### src/rtl/booth_div_pkg.sv
// Shared types and constants for the signed sequential divider.
// The state enum is also used by the bench to decode the debug state output.
package booth_div_pkg;

    localparam int DIV_WIDTH = 16;
    localparam int DIV_CNT_W = 5;

    localparam logic [DIV_WIDTH-1:0] DBZ_QUOTIENT = 16'hFFFF;
    localparam logic [DIV_WIDTH-1:0] MIN_NEG      = 16'h8000;

    typedef enum logic [2:0] {
        IDLE,
        LOAD_D,
        CHECK,
        ITER,
        CORRECT,
        DONE
    } div_state_t;

endpackage

### src/rtl/booth_div_datapath.sv
// Operand capture plus the non-restoring shift/add/subtract engine.
// Every register is written only under a control strobe from the FSM.
module booth_div_datapath
    import booth_div_pkg::*;
#(
    parameter int WIDTH = DIV_WIDTH
) (
    input  logic             clk,
    input  logic             rst,
    input  logic [WIDTH-1:0] data_in,
    input  logic             load_dividend,
    input  logic             load_divisor,
    input  logic             init,
    input  logic             step,
    input  logic             correct,
    input  logic             dbz_result,
    output logic             divisor_zero,
    output logic             min_neg_by_m1,
    output logic [WIDTH-1:0] quotient,
    output logic [WIDTH-1:0] remainder
);

    logic [WIDTH-1:0] dividend;
    logic [WIDTH-1:0] divisor;
    logic [WIDTH:0]   acc;
    logic [WIDTH-1:0] q;
    logic [WIDTH-1:0] m;
    logic             q_neg;
    logic             r_neg;

    logic [WIDTH-1:0] dividend_mag;
    logic [WIDTH-1:0] divisor_mag;
    logic [WIDTH:0]   m_ext;
    logic [WIDTH:0]   acc_shift;
    logic [WIDTH:0]   acc_next;
    logic [WIDTH:0]   acc_fix;

    always_comb begin
        dividend_mag = dividend[WIDTH-1] ? -dividend : dividend;
        divisor_mag  = divisor[WIDTH-1]  ? -divisor  : divisor;
        m_ext        = {1'b0, m};
        // Add/subtract choice uses the sign of A before the shift; the shifted
        // value always fits in WIDTH+1 bits because |A| < M going in.
        acc_shift    = {acc[WIDTH-1:0], q[WIDTH-1]};
        acc_next     = acc[WIDTH] ? (acc_shift + m_ext) : (acc_shift - m_ext);
        acc_fix      = acc[WIDTH] ? (acc + m_ext) : acc;
    end

    assign divisor_zero  = (divisor == '0);
    assign min_neg_by_m1 = (dividend == MIN_NEG) && (divisor == '1);

    always_ff @(posedge clk) begin
        if (rst) begin
            dividend  <= '0;
            divisor   <= '0;
            acc       <= '0;
            q         <= '0;
            m         <= '0;
            q_neg     <= 1'b0;
            r_neg     <= 1'b0;
            quotient  <= '0;
            remainder <= '0;
        end else begin
            if (load_dividend) begin
                dividend <= data_in;
            end
            if (load_divisor) begin
                divisor <= data_in;
            end
            if (init) begin
                acc   <= '0;
                q     <= dividend_mag;
                m     <= divisor_mag;
                q_neg <= dividend[WIDTH-1] ^ divisor[WIDTH-1];
                r_neg <= dividend[WIDTH-1];
            end
            if (step) begin
                acc <= acc_next;
                q   <= {q[WIDTH-2:0], ~acc_next[WIDTH]};
            end
            if (correct) begin
                acc       <= acc_fix;
                quotient  <= q_neg ? -q : q;
                remainder <= r_neg ? -acc_fix[WIDTH-1:0] : acc_fix[WIDTH-1:0];
            end
            if (dbz_result) begin
                quotient  <= DBZ_QUOTIENT;
                remainder <= dividend;
            end
        end
    end

endmodule

### src/rtl/booth_divider_top.sv
// Signed sequential divider: control FSM and iteration counter around the datapath.
// Shares the operand bus and start/ldd/done protocol with the Booth multiplier.
module booth_divider_top
    import booth_div_pkg::*;
#(
    parameter int WIDTH = DIV_WIDTH
) (
    input  logic             clk,
    input  logic             rst,
    input  logic             start,
    input  logic [WIDTH-1:0] data_in,
    output logic             ldd,
    output logic             busy,
    output logic             done,
    output logic [WIDTH-1:0] quotient,
    output logic [WIDTH-1:0] remainder,
    output logic             dbz,
    output logic             ovf,
    output div_state_t       dbg_state
);

    // Handshake: start is accepted only in IDLE or DONE, with the dividend on
    // data_in that cycle; the divisor must be on data_in during the single ldd
    // cycle; done is sticky and results stay stable until the next completion.

    div_state_t           state;
    logic [DIV_CNT_W-1:0] cnt;

    logic accept;
    logic load_divisor;
    logic init;
    logic step;
    logic correct;
    logic dbz_result;
    logic divisor_zero;
    logic min_neg_by_m1;

    always_comb begin
        accept       = ((state == IDLE) || (state == DONE)) && start;
        load_divisor = (state == LOAD_D);
        init         = (state == CHECK) && !divisor_zero;
        dbz_result   = (state == CHECK) && divisor_zero;
        step         = (state == ITER);
        correct      = (state == CORRECT);
    end

    assign dbg_state = state;

    always_ff @(posedge clk) begin
        if (rst) begin
            state <= IDLE;
            cnt   <= '0;
            ldd   <= 1'b0;
            busy  <= 1'b0;
            done  <= 1'b0;
            dbz   <= 1'b0;
            ovf   <= 1'b0;
        end else begin
            case (state)
                IDLE, DONE: begin
                    if (start) begin
                        state <= LOAD_D;
                        ldd   <= 1'b1;
                        busy  <= 1'b1;
                        done  <= 1'b0;
                        dbz   <= 1'b0;
                        ovf   <= 1'b0;
                    end
                end
                LOAD_D: begin
                    ldd   <= 1'b0;
                    state <= CHECK;
                end
                CHECK: begin
                    if (divisor_zero) begin
                        dbz   <= 1'b1;
                        done  <= 1'b1;
                        busy  <= 1'b0;
                        state <= DONE;
                    end else begin
                        cnt   <= DIV_CNT_W'(WIDTH);
                        state <= ITER;
                    end
                end
                ITER: begin
                    cnt <= cnt - DIV_CNT_W'(1);
                    if (cnt == DIV_CNT_W'(1)) begin
                        state <= CORRECT;
                    end
                end
                CORRECT: begin
                    ovf   <= min_neg_by_m1;
                    done  <= 1'b1;
                    busy  <= 1'b0;
                    state <= DONE;
                end
                default: begin
                    state <= IDLE;
                end
            endcase
        end
    end

    booth_div_datapath #(
        .WIDTH(WIDTH)
    ) u_datapath (
        .clk          (clk),
        .rst          (rst),
        .data_in      (data_in),
        .load_dividend(accept),
        .load_divisor (load_divisor),
        .init         (init),
        .step         (step),
        .correct      (correct),
        .dbz_result   (dbz_result),
        .divisor_zero (divisor_zero),
        .min_neg_by_m1(min_neg_by_m1),
        .quotient     (quotient),
        .remainder    (remainder)
    );

endmodule

### config.mk
export PLATFORM = sky130hd
export DESIGN_NAME = booth_divider_top
export DESIGN_NICKNAME = d
export VERILOG_FILES = /design/src/rtl/booth_div_pkg.sv /design/src/rtl/booth_div_datapath.sv /design/src/rtl/booth_divider_top.sv
export SDC_FILE = /design/constraint.sdc
export NUM_CORES = 1
export LEC_CHECK = 0
export CAP_MARGIN = 20
export CORE_ASPECT_RATIO = 0.9
export CORE_MARGIN = 5
export CORE_UTILIZATION = 30
export DETAILED_ROUTE_END_ITERATION = 8
export DONT_BUFFER_PORTS = 1
export MAX_ROUTING_LAYER = met4
export PLACE_DENSITY = 0.5
export SLEW_MARGIN = 5
export SYNTH_ARGS = -nofsm -noshare
export SYNTH_HDL_FRONTEND = slang
export SYNTH_HIERARCHICAL = 1
export SYNTH_SLANG_ARGS = --single-unit
### constraint.sdc
create_clock -name clk -period 3.9 [get_ports clk]
set_input_delay 0.78 -clock clk [delete_from_list [all_inputs] [get_ports clk]]
set_output_delay 0.78 -clock clk [all_outputs]
set_load 0.02 [all_outputs]
* After elaboration in Yosys (flattened, before gate mapping)
Cells that the tools add are included.
** Word-level totals
- Output and inout bits :: 40
- Flip-flop bits (word level) :: 128
** Operators by class
- Multiplexer cells :: 30
- Add/subtract/negate cells :: 8
- Equality and inequality tests :: 12
- Bitwise operators :: 2
- Reduce and logical (&&, ||, !) cells :: 23
** Operator list (count)
- 16-bit 2-to-1 mux :: 10
- 17-bit 2-to-1 mux :: 5
- 16-bit negator :: 4
- 17-bit by 16-bit adder with 17-bit output :: 2
- 16-bit == test (second input constant) :: 2
- 17-bit by 16-bit subtractor with 17-bit output :: 1
- 16-bit logical NOT :: 1
- 3-bit case mux with 5 select lines :: 1
- 2-bit nonzero test :: 6
- 5-bit case mux with 2 select lines :: 1
- 3-bit 2-to-1 mux :: 3
- 2-bit AND reduction :: 4
- 3-bit by 2-bit == test with 1-bit output (second input constant) :: 2
- 3-bit == test (second input constant) :: 2
- 2-bit != test (second input constant) :: 3
- 1-bit case mux with 2 select lines :: 3
- 1-bit case mux with 3 select lines :: 2
- 3-bit AND reduction :: 2
- 3-bit nonzero test :: 2
- 5-bit by 1-bit == test with 1-bit output (second input constant) :: 1
- 5-bit 2-to-1 mux :: 1
- 5-bit by 1-bit subtractor with 5-bit output (second input constant) :: 1
- 1-bit logical AND :: 4
- 1-bit 2-to-1 mux :: 4
- other kinds (8) :: 8

* Longest topological paths before layout
Gate-level depths: netlist of run 1.
- Depth after elaboration :: 6
- Depth in mapped cells :: 17

* By module
The synthesis of run 1 kept the hierarchy.
** Modules (own cells, without submodules)
- booth_div_datapath :: cells an instance 970, times used 1, area each 7764.9 µm²
- booth_divider_top :: cells an instance 86, times used 1, area each 739.5 µm²

* Worst setup path after synthesis of run 1
Ideal clock, no wire load.
- Path type :: reg-to-reg
- Start point :: reg u_datapath.acc[16]
- End point :: reg u_datapath.acc[13]
- Setup slack :: 0.119 ns
- Cell stages (with the launch flop) :: 18
- Path buffers :: 5
- Data arrival time :: 3.654 ns
- Library setup time :: 0.128 ns
- Period minus slack after synthesis :: 3.781 ns
- Data required time :: 3.772 ns
- Cells stage by stage :: dfxtp_1 > buf_6 > buf_6 > buf_6 > clkbuf_1 > buf_1 > a21oi_1 > xor2_1 > ha_1 > o21a_1 > o21a_1 > a2111oi_0 > o41ai_1 > a21o_1 > a21oi_1 > xnor2_1 > a222oi_1 > nor2_1
** On the way
- Cells in the longest elaborated chain, start to end :: 3
- Elaborated cells on any way between the ends :: 4
** Ends and longest elaborated chain
- start: declaration :: line booth_div_datapath.sv:25 : logic [WIDTH:0] acc;
- start signal: assignment :: line booth_div_datapath.sv:78 : acc <= acc_next;
- start signal: assignment :: line booth_div_datapath.sv:82 : acc <= acc_fix;
- 17-bit 2-to-1 mux :: line booth_div_datapath.sv:45 : acc_next = acc[WIDTH] ? (acc_shift + m_ext) : (acc_shift - m_ext);
- 17-bit 2-to-1 mux :: line booth_div_datapath.sv:77 : if (step) begin
- 17-bit 2-to-1 mux (*) :: line booth_div_datapath.sv:81 : if (correct) begin
Mark *: on every way between the ends. The rest lies on a longest branch, timed or not.
A chain may end at the register's enable or synchronous reset.

* Worst setup path in the final report of run 1
- Start point :: reg u_datapath.acc[0]
- End point :: reg u_datapath.remainder[14]
** On the way
- Cells in the longest elaborated chain, start to end :: 6
** Ends and longest elaborated chain
- 17-bit by 16-bit adder with 17-bit output :: line booth_div_datapath.sv:46 : acc_fix = acc[WIDTH] ? (acc + m_ext) : acc;
- 17-bit 2-to-1 mux (*) :: line booth_div_datapath.sv:46
- 16-bit negator :: line booth_div_datapath.sv:84 : remainder <= r_neg ? -acc_fix[WIDTH-1:0] : acc_fix[WIDTH-1:0];
- 16-bit 2-to-1 mux (*) :: line booth_div_datapath.sv:84
- 16-bit 2-to-1 mux (*) :: line booth_div_datapath.sv:81
- 16-bit 2-to-1 mux (*) :: line booth_div_datapath.sv:86 : if (dbz_result) begin
- end signal: assignment :: line booth_div_datapath.sv:84
- end signal: assignment :: line booth_div_datapath.sv:88 : remainder <= dividend;
- end: declaration :: line booth_div_datapath.sv:20 : output logic [WIDTH-1:0] remainder
Mark *: on every way between the ends. The rest lies on a longest branch, timed or not. The select of a mux whose other input is x is not followed.

==> summary.txt, run 1 <==
Status
  – Status: finished clean

Floorplan
  – Starting Density: 30.4%
  – Core Box Area: 0.0279 mm2
  – Io pins: 59
  – Cell Rows: 58
  – Die H: 170 um
  – Die width: 187 um
  – Die area: 0.0318 mm2

Logic synthesis
  – Synth Area per Inst: 8.05 um2
  – Number of distinct library cells after synthesis: 79
  – Share of the synthesized area in the top cell type: 30.1%
  – Cell taking the most area after synthesis: dfxtp_1
  – Area contributors post-synth: dfxtp_1, nor2_1, ha_1, mux2i_1, xor2_1
  – Synth Net Count: 1118
  – Post-synthesis sequential area ratio: 30.1%
  – Gate Count Post-Synth: 1056
  – EDFF count, synth: 0
  – Yosys warnings: 6
  – Main synth FF type: dfxtp_1
  – Post-synthesis cell area: 0.00850 mm2
  – Number of synthesized register bits: 128
  – Post-synth ARST share: 0%

Finish
  – Most frequent cells in the layout: nor2_1, dfxtp_1, a21oi_1
  – Final net count: 1116
  – Non-filler cells, final: 1427
  – Antenna fix cells: 0
  – Filler instances: 2878
  – Synth-to-Final Area Change: 13.8%
  – Layout cells sized above 1: 10.1%
  – Commonest non-fill, non-tap cell in the layout: nor2_1

Clock network
  – CTS Buf Count: 17
  – CTS Sinks: 128
  – Clock Path Buffers: 2
  – Clk root buf: clkbuf_16
  – Cts hold-fix bufs: 0
  – H-tree levels: 4
  – Clock Latency Late Sink: 0.43 ns
  – Setup bufs post-CTS: 0
  – TritonCTS clock tree: built
  – Clock-pin slew on the worst setup and hold paths: 0.07 ns
  – Post-cts gate resize count: 0

Timing
  – Setup total negative slack: 0 ns
  – Setup violators final: 0
  – Final period utilization: 97.6%
  – Final slew viol count: 0
  – Slew @ Worst Pin: 1.02 ns
  – Fin. Hold Viols: 0
  – Normalized max-slew margin: 31.8%
  – Minimum clock period: 3.81 ns
  – WHS: 0.418 ns
  – Fmax: 263 MHz
  – Skew final: 0.00961 ns

GRT
  – Via count of the first global-routing pass: 6960
  – Total grt overflow: 0
  – Initial antenna violation count: 0
  – First-pass GRT wire length: 41000 um
  – Largest net degree at the start of global routing: 132
  – Tot GR Track Use: 16.6%

Worst setup path
  – Critical Path RT: 4.22 ns
  – Crit path arrival time: 4.13 ns
  – Worst Path Class, Setup: reg2reg
  – CP startpoint kind: register
  – Worst Setup End Kind: register
  – Maximum fanout along the worst path: 4

Detailed routing
  – Initial DRC count: 594
  – First drt pass iteration count: 5
  – DR vias/cell: 5.41
  – DRC violations left: 0
  – DR WL/cell: 18.2 um
  – Detailed Route WL: 26000 um
  – Detail Route Antenna Nets: 0
  – Vias: 7714

Power
  – Final Total Pwr: 6.83 mW
  – Leak pwr: 3.69 nW
  – PwrDens: 705 mW/mm2
  – Worst ir drop on vdd: 0.000338 V

Hold path
  – Worst hold path class: in2reg

Place
  – IO buf count: 0
  – HPWL after DPL: 18700 um
  – GP Congestion: 0.851
  – Cells after DPL: 1395

Job
  – Max Cap Viol: 0
[state kept, by name, summed over array words and instances, names as in the netlist]
signal,cells
dbg_state,3
u_datapath/acc,17
ovf,1
u_datapath/q,16
u_datapath/r_neg,1
busy,1
u_datapath/remainder,16
dbz,1
cnt,5
u_datapath/dividend,16
ldd,1
done,1
u_datapath/quotient,16
u_datapath/divisor,16
u_datapath/q_neg,1
u_datapath/m,16
[final cells by class]
class	instances	area [um2]	share of cell area (%)
clock buffer	18	439	4.54
clock inverter	14	179	1.85
inverter	35	131	1.36
multi-input combinational	827	5570	57.5
sequential	128	2560	26.5
tap	360	450	4.65
timing repair buffer	45	350	3.62
[power breakdown]
group	internal, mW	leakage (nW)	total [mW]	switching (mW)
registers	1.54	1.04	1.98	0.432
logic	1.34	2.35	3.13	1.78
clock network	1.04	0.300	1.73	0.690
[logic make-up (layout without fill, tap and decap cells)]
family                   after synthesis  count (layout)  synth area share, %
AND/OR/NAND/NOR                      389             389                 22.9
adder cells (fa/ha/maj)               43              43                 6.50
AO/OA/AOI/OAI                        268             268                 21.8
XOR/XNOR                              78              78                 8.03
buffers and inverters                101             112                 4.83
flip-flops                           128             128                 30.1
multiplexers                          49              49                 5.81
[routing by layer]
layer  share of wire (%)  wire length [um]  vias to the layer above  track usage, %
met1                  52             13500                     3655            24.3
met5                   0                 0                        -               -
met2                  41             10700                      198            23.2
met3                 6.3              1640                       25            3.87
met4                 1.0               271                        0            3.54
li1                    -                 -                     3836               -
[synthesized netlist by cell type, types with 10 or more instances]
cell and n:
a31oi_1 12, or4_1 13, nand2b_1 16, dfxtp_1 128, nor3_1 22, a221oi_1 10
buf_1 11, o31ai_1 15, mux2i_1 46, a21oi_1 76, or3_1 12, nor2b_1 18
a211oi_1 50, ha_1 41, nor2_1 171, xor2_1 49, nand2_1 59, inv_1 35
o21ai_0 31, nand3_1 14, xnor2_1 29, nand3b_1 13, clkbuf_1 47
[worst max-delay path: stages (launching register included)]
cell and delay [ns]:
dfxtp_1 0.34, ha_1 0.25, fa_1 0.45, a211oi_2 0.36, o211ai_2 0.19, mux2i_1 0.15
a211o_1 0.33, or4_4 0.59, or3_1 0.41, o31ai_2 0.23, xor2_1 0.12, a2111oi_2 0.30
[stage by stage]
step	worst slack (ns)	utilization [%]	area [um2]
2_1_floorplan	0.119	-	8500
3_3_place_gp	0.146	32.4	9040
3_5_place_dp	0.107	32.4	9040
4_1_cts	0.0725	34.6	9660
5_1_grt	-0.00696	34.6	9680
6_report	0.0927	34.6	9680
[worst paths after layout]
kind	from	end	slack (ns)	cells after the start
max	u_datapath/acc[0]	u_datapath/remainder[14]	0.09	11
min	rst	dbg_state[2]	0.42	1
max reg2reg	u_datapath/acc[0]	u_datapath/remainder[14]	0.09	11
min reg2reg	cnt[1]	cnt[1]	0.50	2
Note: power is estimated with default switching activity, not from simulation.
==> run 2, diff against run 1 <==
- PLACE_DENSITY: 0.5 -> unset
- clock period: 3.9 -> 4.9 ns (I/O delays scaled with it)
==> summary.txt, run 2 (synthesized netlist as in run 1, its figures left out) <==
Finish
  – Final net count: 1086 (-2.7%)
  – Antenna fix cells: 0 (unchanged)
  – Most frequent cells in the layout: nor2_1, dfxtp_1, a21oi_1
  – Filler instances: 2892 (+0.49%)
  – Final core utilization: 33.8% (-0.82 points)
  – Largest Register: u_datapath/acc
  – Post-route cell area: 0.00945 mm2 (-2.4%)
  – Number of flip-flops in the largest register: 17 (unchanged)
  – Synth-to-Final Area Change: 11.1%
  – Commonest non-fill, non-tap cell in the layout: nor2_1
  – Layout cells sized above 1: 7.04% (-3.1 points)

Detailed routing
  – DRC violations left: 0 (unchanged)
  – Detail Route Antenna Nets: 0 (unchanged)
  – Vias: 7545 (-2.2%)
  – DR WL/cell: 17.2 um (-5.5%)
  – First drt pass iteration count: 6 (+1)
  – Initial DRC count: 571 (-3.9%)
  – Detailed Route WL: 24100 um (-7.5%)
  – DR vias/cell: 5.40 (about the same)

GRT
  – Largest net degree at the start of global routing: 132 (unchanged)
  – Tot GR Track Use: 15.2% (-1.4 points)
  – First-pass GRT wire length: 38500 um (-6.2%)
  – Via count of the first global-routing pass: 6986 (+0.37%)
  – Total grt overflow: 0 (unchanged)
  – Initial antenna violation count: 0 (unchanged)

Timing
  – Minimum clock period: 4.34 ns (+0.535 ns)
  – Final period utilization: 88.6% (-9.0 points)
  – WHS: 0.505 ns (+0.0868 ns)
  – Setup violators final: 0 (unchanged)
  – Fmax: 230 MHz (-12%)
  – Final slew viol count: 0 (unchanged)
  – Slew @ Worst Pin: 1.06 ns (+0.0418 ns)
  – Skew final: 0.0129 ns (+0.00330 ns)
  – RSZ-0062 raised after global routing: false
  – Normalized max-slew margin: 29.3% (-2.5 points)
  – Setup total negative slack: 0 ns (unchanged)
  – Fin. Hold Viols: 0 (unchanged)

Hold path
  – Hold path cells: 2 (+1)
  – Worst hold path class: reg2reg

Clock network
  – TritonCTS clock tree: built
  – Clock-pin slew on the worst setup and hold paths: 0.06 ns (about the same)
  – Setup bufs post-CTS: 0 (unchanged)
  – Post-cts gate resize count: 0 (unchanged)
  – Clock Latency Late Sink: 0.42 ns (about the same)
  – CTS Buf Count: 17 (unchanged)
  – CTS Sinks: 128 (unchanged)
  – Clock Path Buffers: 2 (unchanged)
  – Cts hold-fix bufs: 0 (unchanged)
  – H-tree levels: 4 (unchanged)
  – Clk root buf: clkbuf_16

Worst setup path
  – Worst Path Class, Setup: reg2reg
  – CP startpoint kind: register
  – Crit path arrival time: 4.65 ns (+0.52 ns)
  – Maximum fanout along the worst path: 20 (+16)
  – Reg2Reg Depth: 13 (+2)
  – Worst Setup End Kind: register
  – Critical Path RT: 5.21 ns (+0.99 ns)

Floorplan
  – Die H: 170 um (unchanged)
  – Starting Density: 30.4% (unchanged)
  – Die area: 0.0318 mm2 (unchanged)
  – Cell Rows: 58 (unchanged)
  – Die width: 187 um (unchanged)
  – Core Box Area: 0.0279 mm2 (unchanged)
  – Io pins: 59 (unchanged)

Place
  – IO buf count: 0 (unchanged)
  – GP Congestion: 0.893 (+4.9%)
  – Placed Area: 0.00880 mm2 (-2.6%)
  – HPWL after DPL: 17600 um (-5.8%)

Status
  – Status: finished clean

Power
  – Worst ir drop on vdd: 0.000390 V (+15%)
  – Leak pwr: 3.55 nW (-3.8%)
  – PwrDens: 556 mW/mm2 (-21%)

Job
  – Max Cap Viol: 0 (unchanged)
## run 2: worst max-delay path, stage by stage, from the launching register on
cell and delay (ns):
dfxtp_1 0.36, inv_1 0.09, ha_1 0.18, nand2_1 0.07, or3_1 0.32, or3_1 0.36
or4_1 0.47, nor3_1 0.54, nor2b_1 0.33, nand2_1 0.16, inv_1 0.60, buf_4 0.34
a21oi_1 0.06, a221oi_1 0.34
## run 2: routing by layer
layer	track usage [%]	routed length, um
met5	-	0
met2	22.2	10200
met4	3.64	303
met1	20.9	12200
met3	4.32	1390
## run 2: path summary, 6_finish.rpt
path	start	endpoint	slack (ns)
setup / recovery	u_datapath/divisor[0]	u_datapath/remainder[13]	0.56
hold / removal	u_datapath/acc[7]	u_datapath/acc[7]	0.51
hold reg to reg	u_datapath/acc[7]	u_datapath/acc[7]	0.51
setup reg to reg	u_datapath/divisor[0]	u_datapath/remainder[13]	0.56
## run 2: final cells by class
cell class                 instances  area (um2)  share of cell area, %
multi-input combinational        827        5550                   58.7
sequential                       128        2560                   27.1
clock buffer                      21         470                   4.98
tap                              360         450                   4.77
clock inverter                    11         175                   1.85
inverter                          35         131                   1.39
timing repair buffer              15         113                   1.19
## run 2: where the power goes
part           internal (mW)  total [mW]  switching [mW]
clock                  0.897        1.39           0.498
sequential              1.23        1.62           0.387
combinational          0.966        2.25            1.28
total                   3.09        5.26            2.16
## run 2: through the flow
step	total power, mW	setup WS (ns)	cells
floorplan	3.36	1.12	1056
global placement	3.82	0.893	1365
CTS	5.27	0.669	1397
finish	5.26	0.558	1397
global route	5.63	0.271	1397
detailed placement	3.86	0.729	1365
